[src/rtl/calc_pkg.sv]
// Shared definitions for the calculator operand-entry stage: key codes,
// FSM state encodings and key classification helpers.
package calc_pkg;

  // Key codes delivered by the keypad scanner
  localparam logic [3:0] KEY_PLUS  = 4'hA;
  localparam logic [3:0] KEY_MINUS = 4'hB;
  localparam logic [3:0] KEY_EQ    = 4'hC;
  localparam logic [3:0] KEY_CLR   = 4'hD;

  // FSM state encodings (encoding 3 is illegal)
  localparam logic [1:0] ENTER_A = 2'd0;
  localparam logic [1:0] ENTER_B = 2'd1;
  localparam logic [1:0] RESULT  = 2'd2;

  // Decoded key class; KC_NONE covers "no strobe" and reserved codes
  typedef enum logic [2:0] {
    KC_NONE,
    KC_DIGIT,
    KC_OP,
    KC_EQ,
    KC_CLR
  } key_class_e;

  function automatic logic is_digit(input logic [3:0] code);
    return code < 4'd10;
  endfunction

  function automatic key_class_e classify_key(input logic valid, input logic [3:0] code);
    if (!valid)                                  return KC_NONE;
    if (is_digit(code))                          return KC_DIGIT;
    if (code == KEY_PLUS || code == KEY_MINUS)   return KC_OP;
    if (code == KEY_EQ)                          return KC_EQ;
    if (code == KEY_CLR)                         return KC_CLR;
    return KC_NONE;
  endfunction

endpackage

[src/rtl/calc_entry_shift.sv]
// NDIG-digit packed-BCD shift register with a saturating digit counter.
// clear and load_digit may be asserted together: the register restarts
// holding just the new digit. load_word replaces the whole value and
// marks all digits as entered.
module calc_entry_shift #(
  parameter int NDIG = 4,
  localparam int W  = 4 * NDIG,
  localparam int CW = $clog2(NDIG + 1)
) (
  input  logic          clk,
  input  logic          rst,
  input  logic          clear,
  input  logic          load_digit,
  input  logic [3:0]    digit,
  input  logic          load_word,
  input  logic [W-1:0]  word,
  output logic [W-1:0]  value,
  output logic [CW-1:0] cnt
);

  logic [W-1:0]  val_q, val_d, base_val;
  logic [CW-1:0] cnt_q, cnt_d, base_cnt;

  // Next value: optional clear, then a word load or a saturating digit shift
  always_comb begin
    // NOTE: every variable gets a default first so no path leaves it unassigned (no latch).
    base_val = clear ? '0 : val_q;
    base_cnt = clear ? '0 : cnt_q;
    val_d    = base_val;
    cnt_d    = base_cnt;
    if (load_word) begin
      val_d = word;
      cnt_d = CW'(NDIG);
    end else if (load_digit && (base_cnt < CW'(NDIG))) begin
      val_d = {base_val[W-5:0], digit};
      cnt_d = base_cnt + CW'(1);
    end
  end

  // State register with synchronous reset
  always_ff @(posedge clk) begin
    // NOTE: non-blocking assignments for all flops so every register samples pre-edge values.
    if (rst) begin
      val_q <= '0;
      cnt_q <= '0;
    end else begin
      val_q <= val_d;
      cnt_q <= cnt_d;
    end
  end

  assign value = val_q;
  assign cnt   = cnt_q;

endmodule

[src/rtl/calc_entry.sv]
// Operand-entry stage for the BCD add/subtract ALU. Turns keypad events
// into two packed-BCD operands, an operation select and a go pulse, and
// selects what the display shows.
// Optional feature: define CALC_CHAIN_EN for chained calculations
// (operator key after a result reuses alu_res as operand A).
module calc_entry
  import calc_pkg::*;
#(
  parameter int NDIG = 4,
  localparam int W  = 4 * NDIG,
  localparam int CW = $clog2(NDIG + 1)
) (
  input  logic         clk,
  input  logic         rst,
  input  logic         key_valid,
  input  logic [3:0]   key_code,
  input  logic [W-1:0] alu_res,
  input  logic         alu_ovf,
  input  logic         alu_sign,
  output logic [W-1:0] reg1,
  output logic [W-1:0] reg2,
  output logic         regop,
  output logic         go,
  output logic [W-1:0] disp,
  output logic [1:0]   state_o
);

  logic [1:0]    state_q, state_d;
  logic          regop_q, regop_d;
  logic          go_q, go_d;
  logic          a_clear, a_load_digit, a_load_word;
  logic          b_clear, b_load_digit;
  logic [CW-1:0] cnt_a, cnt_b;
  logic          do_reset, key_plus;
  key_class_e    kc;

`ifdef CALC_CHAIN_EN
  logic pend_q, pend_d;
  logic pend_op_q, pend_op_d;
`else
  logic unused_flags;
  assign unused_flags = alu_ovf ^ alu_sign;
`endif

  assign kc       = classify_key(key_valid, key_code);
  assign key_plus = (key_code == KEY_PLUS);
  assign do_reset = (kc == KC_CLR) || (state_q == 2'd3);

  calc_entry_shift #(.NDIG(NDIG)) u_reg_a (
    .clk        (clk),
    .rst        (rst),
    .clear      (a_clear),
    .load_digit (a_load_digit),
    .digit      (key_code),
    .load_word  (a_load_word),
    .word       (alu_res),
    .value      (reg1),
    .cnt        (cnt_a)
  );

  calc_entry_shift #(.NDIG(NDIG)) u_reg_b (
    .clk        (clk),
    .rst        (rst),
    .clear      (b_clear),
    .load_digit (b_load_digit),
    .digit      (key_code),
    .load_word  (1'b0),
    .word       ('0),
    .value      (reg2),
    .cnt        (cnt_b)
  );

  // Entry FSM: decode the current key against the state
  always_comb begin
    state_d      = state_q;
    regop_d      = regop_q;
    go_d         = 1'b0;
    a_clear      = 1'b0;
    a_load_digit = 1'b0;
    a_load_word  = 1'b0;
    b_clear      = 1'b0;
    b_load_digit = 1'b0;
`ifdef CALC_CHAIN_EN
    pend_d       = 1'b0;
    pend_op_d    = pend_op_q;
`endif
    if (do_reset) begin
      // Clear key or illegal state: everything back to reset values
      state_d = ENTER_A;
      regop_d = 1'b1;
      a_clear = 1'b1;
      b_clear = 1'b1;
`ifdef CALC_CHAIN_EN
    end else if (pend_q) begin
      // Second half of "= then op": result becomes operand A
      if (!(alu_ovf || alu_sign)) begin
        a_load_word = 1'b1;
        b_clear     = 1'b1;
        regop_d     = pend_op_q;
        state_d     = ENTER_B;
      end
`endif
    end else begin
      case (state_q)
        ENTER_A: begin
          if (kc == KC_DIGIT) begin
            a_load_digit = 1'b1;
          end else if (kc == KC_OP) begin
            regop_d = key_plus;
            b_clear = 1'b1;
            state_d = ENTER_B;
          end
        end
        ENTER_B: begin
          if (kc == KC_DIGIT) begin
            b_load_digit = 1'b1;
          end else if (kc == KC_OP) begin
            if (cnt_b == '0) begin
              regop_d = key_plus;
            end
`ifdef CALC_CHAIN_EN
            else begin
              go_d      = 1'b1;
              pend_d    = 1'b1;
              pend_op_d = key_plus;
              state_d   = RESULT;
            end
`endif
          end else if (kc == KC_EQ) begin
            go_d    = 1'b1;
            state_d = RESULT;
          end
        end
        RESULT: begin
          if (kc == KC_DIGIT) begin
            a_clear      = 1'b1;
            a_load_digit = 1'b1;
            b_clear      = 1'b1;
            regop_d      = 1'b1;
            state_d      = ENTER_A;
          end else if (kc == KC_OP) begin
`ifdef CALC_CHAIN_EN
            if (!(alu_ovf || alu_sign)) begin
              a_load_word = 1'b1;
              regop_d     = key_plus;
              b_clear     = 1'b1;
              state_d     = ENTER_B;
            end
`else
            regop_d = key_plus;
            b_clear = 1'b1;
            state_d = ENTER_B;
`endif
          end else if (kc == KC_EQ) begin
            go_d = 1'b1;
          end
        end
        default: begin
        end
      endcase
    end
  end

  // Control registers with synchronous reset
  always_ff @(posedge clk) begin
    if (rst) begin
      state_q <= ENTER_A;
      regop_q <= 1'b1;
      go_q    <= 1'b0;
    end else begin
      state_q <= state_d;
      regop_q <= regop_d;
      go_q    <= go_d;
    end
  end

`ifdef CALC_CHAIN_EN
  // Pending chained-operation registers
  always_ff @(posedge clk) begin
    if (rst) begin
      pend_q    <= 1'b0;
      pend_op_q <= 1'b1;
    end else begin
      pend_q    <= pend_d;
      pend_op_q <= pend_op_d;
    end
  end
`endif

  // Display source select
  always_comb begin
    disp = reg1;
    case (state_q)
      ENTER_B: disp = (cnt_b != '0) ? reg2 : reg1;
      RESULT:  disp = alu_res;
      default: disp = reg1;
    endcase
  end

  assign regop   = regop_q;
  assign go      = go_q;
  assign state_o = state_q;

endmodule

[config.mk]
export PLATFORM = sky130hd
export DESIGN_NAME = calc_entry
export DESIGN_NICKNAME = d
export VERILOG_FILES = /design/src/rtl/calc_pkg.sv /design/src/rtl/calc_entry_shift.sv /design/src/rtl/calc_entry.sv
export SDC_FILE = /design/constraint.sdc
export NUM_CORES = 1
export LEC_CHECK = 0
export ABC_AREA = 1
export BUFFER_PORTS_ARGS = -buffer_cell sky130_fd_sc_hd__buf_4
export CAP_MARGIN = 10
export CORE_MARGIN = 2
export CORE_UTILIZATION = 41
export CTS_BUF_LIST = sky130_fd_sc_hd__clkbuf_16
export CTS_CLUSTER_SIZE = 30
export DETAILED_ROUTE_END_ITERATION = 10
export HOLD_SLACK_MARGIN = 0.12
export PLACE_DENSITY = 0.75
export SETUP_SLACK_MARGIN = 0.2
export SLEW_MARGIN = 40
export SYNTH_ARGS = -nofsm -noshare
export SYNTH_HDL_FRONTEND = slang
export SYNTH_SLANG_ARGS = --single-unit
export TNS_END_PERCENT = 5
[constraint.sdc]
create_clock -name clk -period 2.23 [get_ports clk]
set_clock_uncertainty 0.05 [all_clocks]
set_input_delay 0.1115 -clock clk [delete_from_list [all_inputs] [get_ports clk]]
set_output_delay 0.1115 -clock clk [all_outputs]
set_load 0.01 [all_outputs]
==> results.cfg, run 1 <==
[yosys]
synth-edff-count = 0
syn_inst = 368
async_reset_ff_share_pct = 0
yosys.area_share.simple_pct = 30.06
ys_seq_elements = 42
synth_area_mm2 = 0.002514
synth_top_family_by_area = simple AND/OR/NAND/NOR gates
ys_warn_count = 0
syn_nets = 399
synthXorXnorAreaFrac_pct = 0
syn_avg_cell_area_um2 = 6.831
synth_compound_area_share_pct = 18.37
yosysUniqueCellTypes = 29
synth_fa_ha_area_share_pct = 2.987
synthFlopType = dfxtp_1
synth.area.mux_share_pct = 0
yosysSeqAreaShare_pct = 33.45

[sta]
worst_slack_ps = 270.2
holdWs_ps = 128.0
setup_violations = 0
max-slew-margin-rel_pct = 72.05
hold_viol_final = 0
finalSetupTns_ps = 0
drv_slew = 0
rsz0062_at_grt = true
worst_slew_pin_slew_ps = 419.2
fin_crit_sh_pct = 87.89
timing.final.crit_period_ps = 1960
max_freq_mhz = 510.2

[route]
vias = 2768
post_drt_wl_per_cell_um = 15.28
drt_iter0_drc = 277
vias_per_cell = 5.385
route.detailed.drc = 0
ant_nets = 0
firstDrtPassIters = 5
routed_wl_mm = 7.856

[critical_path]
worstSetupStartpointType = register
reg2reg_to = u_reg_a.value[2]$_SDFF_PP0_
r2r_setup_slack_ps = 310
r2r-start = state_o[1]$_SDFFE_PP0P_
slowest_stage = dfxtp_1
cpPeakStageDelay_ps = 400
arrival_ps = 1800
cp.required_ps = 2070
end_kind = output port
worstSetupPathType = register to output port
r2r_cells = 11
cp_max_fo = 8
cp_cell_sequence = nor3_2, nand2_1, nand2_2, clkinvlp_4, o21ai_1, buf_4

[clock_tree]
cts-root-buf = clkbuf_16
cts_buffer_depth = 2
cts_made_buffers = 5
htreeDepth = 2
clock_latency_ps = 280
cts_tree = done
clock_sinks = 42
clk_pin_slew_worst_paths_ps = 60

[global_route]
antenna_found_initial = 0
grt_use_met1_pct = 30.72
gr-total-overflow = 0
top_usage_layer = met2
track_usage_pct = 22.63
grt_pass1_wl_mm = 11.73
grtUsageMet3_pct = 2.935
use_met2_pct = 37.02
first_global_vias = 2405
grt_max_degree = 38

[finish]
areaGrowthSynthToFinish_pct = 31.76
drive_above_1_share_pct = 28.02
diodes = 0
regArea_um2 = 843.3
final_util_pct = 55.94
fillers = 580
multiInputGateArea_mm2 = 0.001349
nNetsFinal = 469

[power]
powerDensity_mw_per_mm2 = 510.0
total_power_mw = 1.689
ir_drop_mv = 0.2873
power.leakage_nw = 1.470

[worst_hold_path]
hold_path.class = primary input to register
hold_depth = 3
min-delay-start = key_valid
holdPathEnd = go$_SDFF_PP0_

[placed_design]
post-place-ws_ps = 307.1
place_congestion = 0.9112
dpl.hpwl_mm = 5.596
io_buffers = 74

[floorplanning]
die_w_um = 82.30
start_util_pct = 42.46
die_h_um = 82.30
ioPinCount = 77
core_area_mm2 = 0.005921
dieArea_mm2 = 0.006773
rows = 28

[job]
max_cap_violations = 0

[status]
outcome = finished clean
[metal layers]
metal | share of wire, % | vias to the layer above | routed length (µm)
met3 | 7.8 | 20 | 615
met5 | 0 | - | 0
met1 | 42 | 1298 | 3263
met2 | 48 | 117 | 3785
li1 | - | 1333 | -
met4 | 2.4 | 0 | 191
[cells in the final DEF (no fill, tap or decap), types with 2 or more instances in the layout]
master	count
inv_1	59
o21ai_0	16
nor2_2	4
nand2_2	5
dfxtp_1	40
nor2_1	33
nand3_2	2
nand4_1	10
inv_2	6
a22o_1	13
nor2_4	3
buf_4	79
clkinvlp_4	4
nand3_1	20
ha_1	4
nand3_4	2
clkbuf_16	5
o21ai_1	11
nand2_1	70
clkinv_1	2
o211ai_1	5
o22ai_1	16
dfxtp_2	2
a21oi_1	15
nand2_4	3
[registers in the layout, summed over array words and instances (netlist names)]
| signal | count |
|---|---|
| u_reg_a.value | 16 |
| u_reg_b.value | 16 |
| u_reg_a.cnt | 3 |
| u_reg_b.cnt | 3 |
| state_o | 2 |
| go | 1 |
| regop | 1 |
[stage by stage]
stage	std cells	area (µm²)
3_5_place_dp	503	3078
4_1_cts	512	3242
2_1_floorplan	368	2516
5_1_grt	514	3312
6_report	514	3312
3_3_place_gp	503	3078
[final cells by class]
cell class	instances	area share, %
flip-flops and latches	42	25.46
multi-input cells	239	40.73
inverters	68	7.934
clock buffers	5	3.778
clock inverters	3	0.4911
repair buffers	81	18.55
repair inverters	1	0.2267
well taps	75	2.833
[power breakdown]
part           switching, mW  internal (mW)  total, mW
Sequential           0.00738          0.762      0.769
Combinational          0.122         0.0812      0.203
Clock                  0.308          0.409      0.717
Total                  0.437           1.25       1.69
[kinds of logic (layout without fill, tap and decap cells)]
family                     count (synthesis)  after routing
and+or+nand+nor                          157            157
AOI/OAI and AO/OA                         76             76
DFF                                       42             42
adders and majority gates                  6              6
buffers and inverters                     87            158
[Yosys cell counts, types with 6 or more instances]
library cell	count	share of area [%]
a21oi_1	15	3.0
inv_1	61	9.1
o21ai_0	26	5.2
o22ai_1	16	4.0
nand4_1	10	2.5
nor2_1	36	5.4
nand2_1	71	11
buf_6	6	2.7
ha_1	6	3.0
dfxtp_1	42	33
a22o_1	13	4.5
nand3_1	20	4.0
clkbuf_1	7	1.0
[worst max-delay path: cells and delay by family, from the launching register on]
family / cells / cell delay (ps)
AND/OR/NAND/NOR: 3 / 540
flip-flops: 1 / 400
buffers and inverters: 2 / 360
AO/OA/AOI/OAI: 1 / 210
[repair_timing]
item                                    CTS  global route
gates cloned                              0             1
gates resized for setup                   2            25
hold endpoints to repair                  1             0
endpoints found under the setup margin   13            50
setup buffers                             0             1
hold buffers                              1             0
[worst max path at each step]
stage / depth (start not counted) / start / slack [ps] / endpoint
6_report: 6 / u_reg_b.cnt[2]$_SDFF_PP0_ / 270 / disp[11]
5_1_grt: 11 / state_o[0]$_SDFFE_PP0P_ / 150 / u_reg_b.cnt[1]$_SDFF_PP0_
4_1_cts: 6 / state_o[0]$_SDFFE_PP0P_ / 210 / disp[11]
3_5_place_dp: 11 / state_o[0]$_SDFFE_PP0P_ / 310 / u_reg_b.cnt[1]$_SDFF_PP0_
3_3_place_gp: 11 / state_o[0]$_SDFFE_PP0P_ / 360 / u_reg_b.cnt[1]$_SDFF_PP0_
2_1_floorplan: 14 / state_o[0]$_SDFFE_PP0P_ / 230 / u_reg_b.cnt[1]$_SDFF_PP0_
No activity file was read; power rests on OpenSTA's default activity.
==> run 2, diff against run 1 <==
- CORE_ASPECT_RATIO: unset -> 0.75
==> run 2 against run 1 <==
Fmax decreased by 4.4%. Utilization increased by 0.69 points. Critical path depth unchanged. Worst hold slack got worse by 3.9 ps.
==> results.cfg, run 2 (synthesis gave the netlist of run 1 again) <==
[status]
outcome = finished clean

[route]
ant_nets = 0
firstDrtPassIters = 5
drt_iter0_drc = 250
route.detailed.drc = 0
post_drt_wl_per_cell_um = 15.94
vias = 2812
vias_per_cell = 5.439
routed_wl_mm = 8.243

[global_route]
antenna_found_initial = 0
grt_pass1_wl_mm = 12.65
first_global_vias = 2537
grt_max_degree = 38
track_usage_pct = 24.03
gr-total-overflow = 0

[finish]
areaGrowthSynthToFinish_pct = 31.91
nNetsFinal = 469
final_util_pct = 56.62
fillers = 548
final_cell_mix = buf_4 (80), nand2_1 (70), inv_1 (60), dfxtp_1 (40), nor2_1 (34)
drive_above_1_share_pct = 27.56
final_common_cell = buf_4
diodes = 0

[sta]
finalSetupTns_ps = 0
worst_slew_pin_slew_ps = 404.0
setup_violations = 0
rsz0062_at_grt = true
drv_slew = 0
max-slew-margin-rel_pct = 73.07
hold_viol_final = 0
timing.final.crit_period_ps = 2050
fin_crit_sh_pct = 91.91
max_freq_mhz = 487.9

[clock_tree]
clock_latency_ps = 290
cts-root-buf = clkbuf_16
cts_buffer_depth = 2
cts_tree = done
clk_pin_slew_worst_paths_ps = 60
htreeDepth = 2
cts_made_buffers = 5
postCtsSetupRepairBufs = 0
clock_sinks = 42

[job]
max_cap_violations = 0

[critical_path]
r2r_setup_slack_ps = 270
startpoint = state_o[0]$_SDFFE_PP0P_
crit_path_end = disp[11]
worstSetupStartpointType = register
cp.required_ps = 2070
end_kind = output port
cp_max_fo = 8
arrival_ps = 1890
worstSetupPathType = register to output port
reg2reg_to = u_reg_b.value[2]$_SDFF_PP0_
r2r-start = state_o[0]$_SDFFE_PP0P_
r2r_cells = 11

[power]
powerDensity_mw_per_mm2 = 551.0
total_power_mw = 1.827
power.leakage_nw = 1.491
ir_drop_mv = 0.3272

[floorplanning]
die_h_um = 71.81
dieArea_mm2 = 0.006780
ioPinCount = 77
rows = 24
start_util_pct = 42.93
core_area_mm2 = 0.005856
die_w_um = 94.41

[worst_hold_path]
hold_path.class = primary input to register

[placed_design]
place_congestion = 0.8917
dpl.hpwl_mm = 6.055
io_buffers = 74
==> run 2: routing by layer <==
layer	track usage, %	up-vias	part of all wire, %
li1	-	1331	-
met1	33.36	1303	43
met2	37.54	165	45
met3	5.573	13	11
met4	6.924	0	1.4
met5	0	-	0
==> run 2: per-stage QoR <==
| step | hold WS, ps | std cells | cell area (µm²) | setup slack (ps) |
|---|---|---|---|---|
| after floorplan | 233.6 | 368 | 2516 | 226.3 |
| after global placement | 415.4 | 507 | 3089 | 295.5 |
| after detailed placement | 409.3 | 507 | 3089 | 258.3 |
| after CTS | 120.9 | 516 | 3288 | 206.4 |
| after global routing | 137.1 | 517 | 3316 | 122.9 |
| final | 124.1 | 517 | 3316 | 180.3 |
==> run 2: area by class of cell <==
cell class	instances	area, µm²	share of cell area, %
multi-input cells	239	1329	40.08
flip-flops and latches	42	843.3	25.43
repair buffers	81	610.6	18.42
inverters	68	259.0	7.811
clock buffers	5	125.1	3.774
well taps	78	97.59	2.943
clock inverters	3	43.79	1.321
repair inverters	1	7.507	0.2264
==> run 2: power by group <==
group	leakage, nW	switching, mW	internal (mW)
clock network	0.0842	0.325	0.531
registers	0.340	0.00747	0.762
logic	1.07	0.123	0.0790
==> run 2: repair_timing <==
action                     4_1_cts  5_1_grt
hold endpoints to repair         1        0
hold buffers                     1        0
resized for setup                4       14
pin swaps                        0        0
setup endpoints to repair       14       49
gates cloned                     0        1
==> run 2: how the worst min path moves through the flow <==
stage / startpoint / to / slack (ps) / cells after the start
CTS: key_valid / go$_SDFF_PP0_ / 120 / 3
global route: key_valid / go$_SDFF_PP0_ / 140 / 3
finish: key_valid / go$_SDFF_PP0_ / 120 / 3
floorplan: key_valid / go$_SDFF_PP0_ / 230 / 2
detailed placement: key_code[0] / go$_SDFF_PP0_ / 410 / 4
global placement: key_code[0] / go$_SDFF_PP0_ / 420 / 4
==> run 2: critical path, stage by stage, from the launching register on <==
cell and delay [ps]:
dfxtp_2 380, inv_1 80, ha_1 360, nand2_2 150
clkinvlp_4 190, o21ai_0 270, buf_4 170
==> run 3, diff against run 2 <==
- CORE_UTILIZATION: 41 -> 51
- PLACE_DENSITY: 0.75 -> 0.88
- SKIP_LAST_GASP: unset -> 1
==> run 3 against run 2 <==
Non-clock buffer count is the same. Final cell count shrank 3.5%. Clock power shrank 16%. Wire length shrank 2.8%. Combinational power is essentially flat. Fmax grew 1.9%. Die area shrank 19%. Register-to-register slack gained 20 ps. First-iteration DRC count grew 6.8%. Design area shrank 1.7%. Flip-flop and latch count is the same. Worst hold slack gained 11 ps. Critical path type unchanged. Largest cell class unchanged.
==> results.cfg, run 3 (synthesis gave the netlist of run 1 again) <==
[status]
outcome = finished clean

[floorplanning]
rows = 22
core_area_mm2 = 0.004817
dieArea_mm2 = 0.005512
die_h_um = 64.80
ioPinCount = 77
die_w_um = 85.07
start_util_pct = 52.18

[critical_path]
startpoint = state_o[0]$_SDFFE_PP0P_
r2r_setup_slack_ps = 290
crit_path_end = disp[11]
cp_max_fo = 8
r2r-start = state_o[0]$_SDFFE_PP0P_
worstSetupStartpointType = register
cp.required_ps = 2070
r2r_cells = 11
reg2reg_to = u_reg_b.cnt[1]$_SDFF_PP0_
worstSetupPathType = register to output port
arrival_ps = 1850
end_kind = output port

[route]
routed_wl_mm = 8.010
vias_per_cell = 5.675
post_drt_wl_per_cell_um = 16.05
route.detailed.drc = 0
drt_iter0_drc = 267
vias = 2832
ant_nets = 0
firstDrtPassIters = 7

[clock_tree]
cts_buffer_depth = 2
holdBufCountCts = 0
clock_latency_ps = 290
cts_tree = done
clock_sinks = 42
clk_pin_slew_worst_paths_ps = 60
htreeDepth = 2
cts-root-buf = clkbuf_16
cts_made_buffers = 5

[power]
sequentialPowerShare_pct = 45.6
ir_drop_mv = 0.3124
power.leakage_nw = 1.483
switching_share_pct = 25.84
p_sw_mw = 0.4354
total_power_mw = 1.685
powerDensity_mw_per_mm2 = 516.8
comb_power_share_pct = 11.9
p_int_mw = 1.250
p_clk_share_pct = 42.5

[global_route]
antenna_found_initial = 0
track_usage_pct = 27.82
grt_max_degree = 38
grt_pass1_wl_mm = 12.07
gr-total-overflow = 0
first_global_vias = 2442

[sta]
max_freq_mhz = 497.2
hold_viol_final = 0
rsz0062_at_grt = true
finalSetupTns_ps = 0
setup_violations = 0
worst_slew_pin_slew_ps = 389.3
timing.final.crit_period_ps = 2011
fin_crit_sh_pct = 90.20
max-slew-margin-rel_pct = 74.05
drv_slew = 0

[placed_design]
dpl.hpwl_mm = 5.684
place_congestion = 0.9232
io_buffers = 74

[worst_hold_path]
min-delay-start = key_code[0]
hold_path.class = primary input to register

[finish]
drive_above_1_share_pct = 27.56
diodes = 0
nNetsFinal = 469
areaGrowthSynthToFinish_pct = 29.72
final_common_cell = buf_4
fillers = 404
final_cell_mix = buf_4 (79), nand2_1 (70), inv_1 (61), dfxtp_1 (40), nor2_1 (34)

[job]
max_cap_violations = 0
[run 3: cell types whose count changed in the layout (fill, tap and decap cells not counted), sizes merged]
cell,change
buf,+1
bufinv,-1
clkinv,+1
dlygate4sd3,-1
[run 3: layout make-up]
| class | count | area, µm² | area share, % |
|---|---|---|---|
| Timing Repair Buffer | 81 | 615.6 | 18.88 |
| Tap cell | 60 | 75.07 | 2.302 |
| Clock inverter | 3 | 17.52 | 0.5372 |
| Multi-Input combinational cell | 239 | 1315 | 40.33 |
| Timing Repair inverter | 1 | 7.507 | 0.2302 |
| Clock buffer | 5 | 125.1 | 3.837 |
| Inverter | 68 | 259.0 | 7.943 |
| Sequential cell | 42 | 845.8 | 25.94 |
[run 3: metal layers]
layer  part of all wire (%)  wire (µm)  track usage [%]
met1                     43       3458            38.24
met2                     44       3556            41.21
met3                     11        858            9.936
met4                    1.7        137            7.540
met5                      0          0                0
[run 3: worst min path at each step]
stage / endpoint / slack [ps] / cells after the start
after detailed placement: u_reg_a.cnt[0]$_SDFF_PP0_ / 430 / 2
final: go$_SDFF_PP0_ / 140 / 4
after global routing: go$_SDFF_PP0_ / 170 / 3
after floorplan: go$_SDFF_PP0_ / 230 / 2
after global placement: go$_SDFF_PP0_ / 400 / 4
after CTS: go$_SDFF_PP0_ / 140 / 4
[run 3: metrics by stage]
stage	std cells	hold WS (ps)	setup slack, ps	area (µm²)	util (%)
2_1_floorplan	368	233.6	226.3	2516	-
3_3_place_gp	489	400.9	246.5	3067	63.66
3_5_place_dp	489	430.3	196.7	3067	63.66
4_1_cts	497	136.2	195.7	3217	66.78
5_1_grt	499	166.7	126.2	3261	67.69
6_report	499	135.0	218.5	3261	67.69
[run 3: power by group through the flow]
stage | Combinational, mW | Clock, mW | Sequential, mW
after floorplan | 0.107 | 0 | 0.789
after global placement | 0.188 | 0 | 0.785
after detailed placement | 0.190 | 0 | 0.786
after CTS | 0.193 | 0.715 | 0.769
after global routing | 0.213 | 0.759 | 0.769
final | 0.200 | 0.717 | 0.768
[run 3: what timing repair did]
item                       in CTS  in global routing
buffers inserted                0                  1
resized for setup               2                 15
pin swaps                       0                  2
cloned                          0                  1
hold endpoints to repair        0                  0
setup endpoints to repair      11                 32
[run 3: critical path, cell delays in order, from the launching register on]
cell and delay, ps:
dfxtp_4 370, inv_1 60, ha_1 370, nand2_2 160, clkinvlp_4 180, o21ai_0 260
buf_4 170
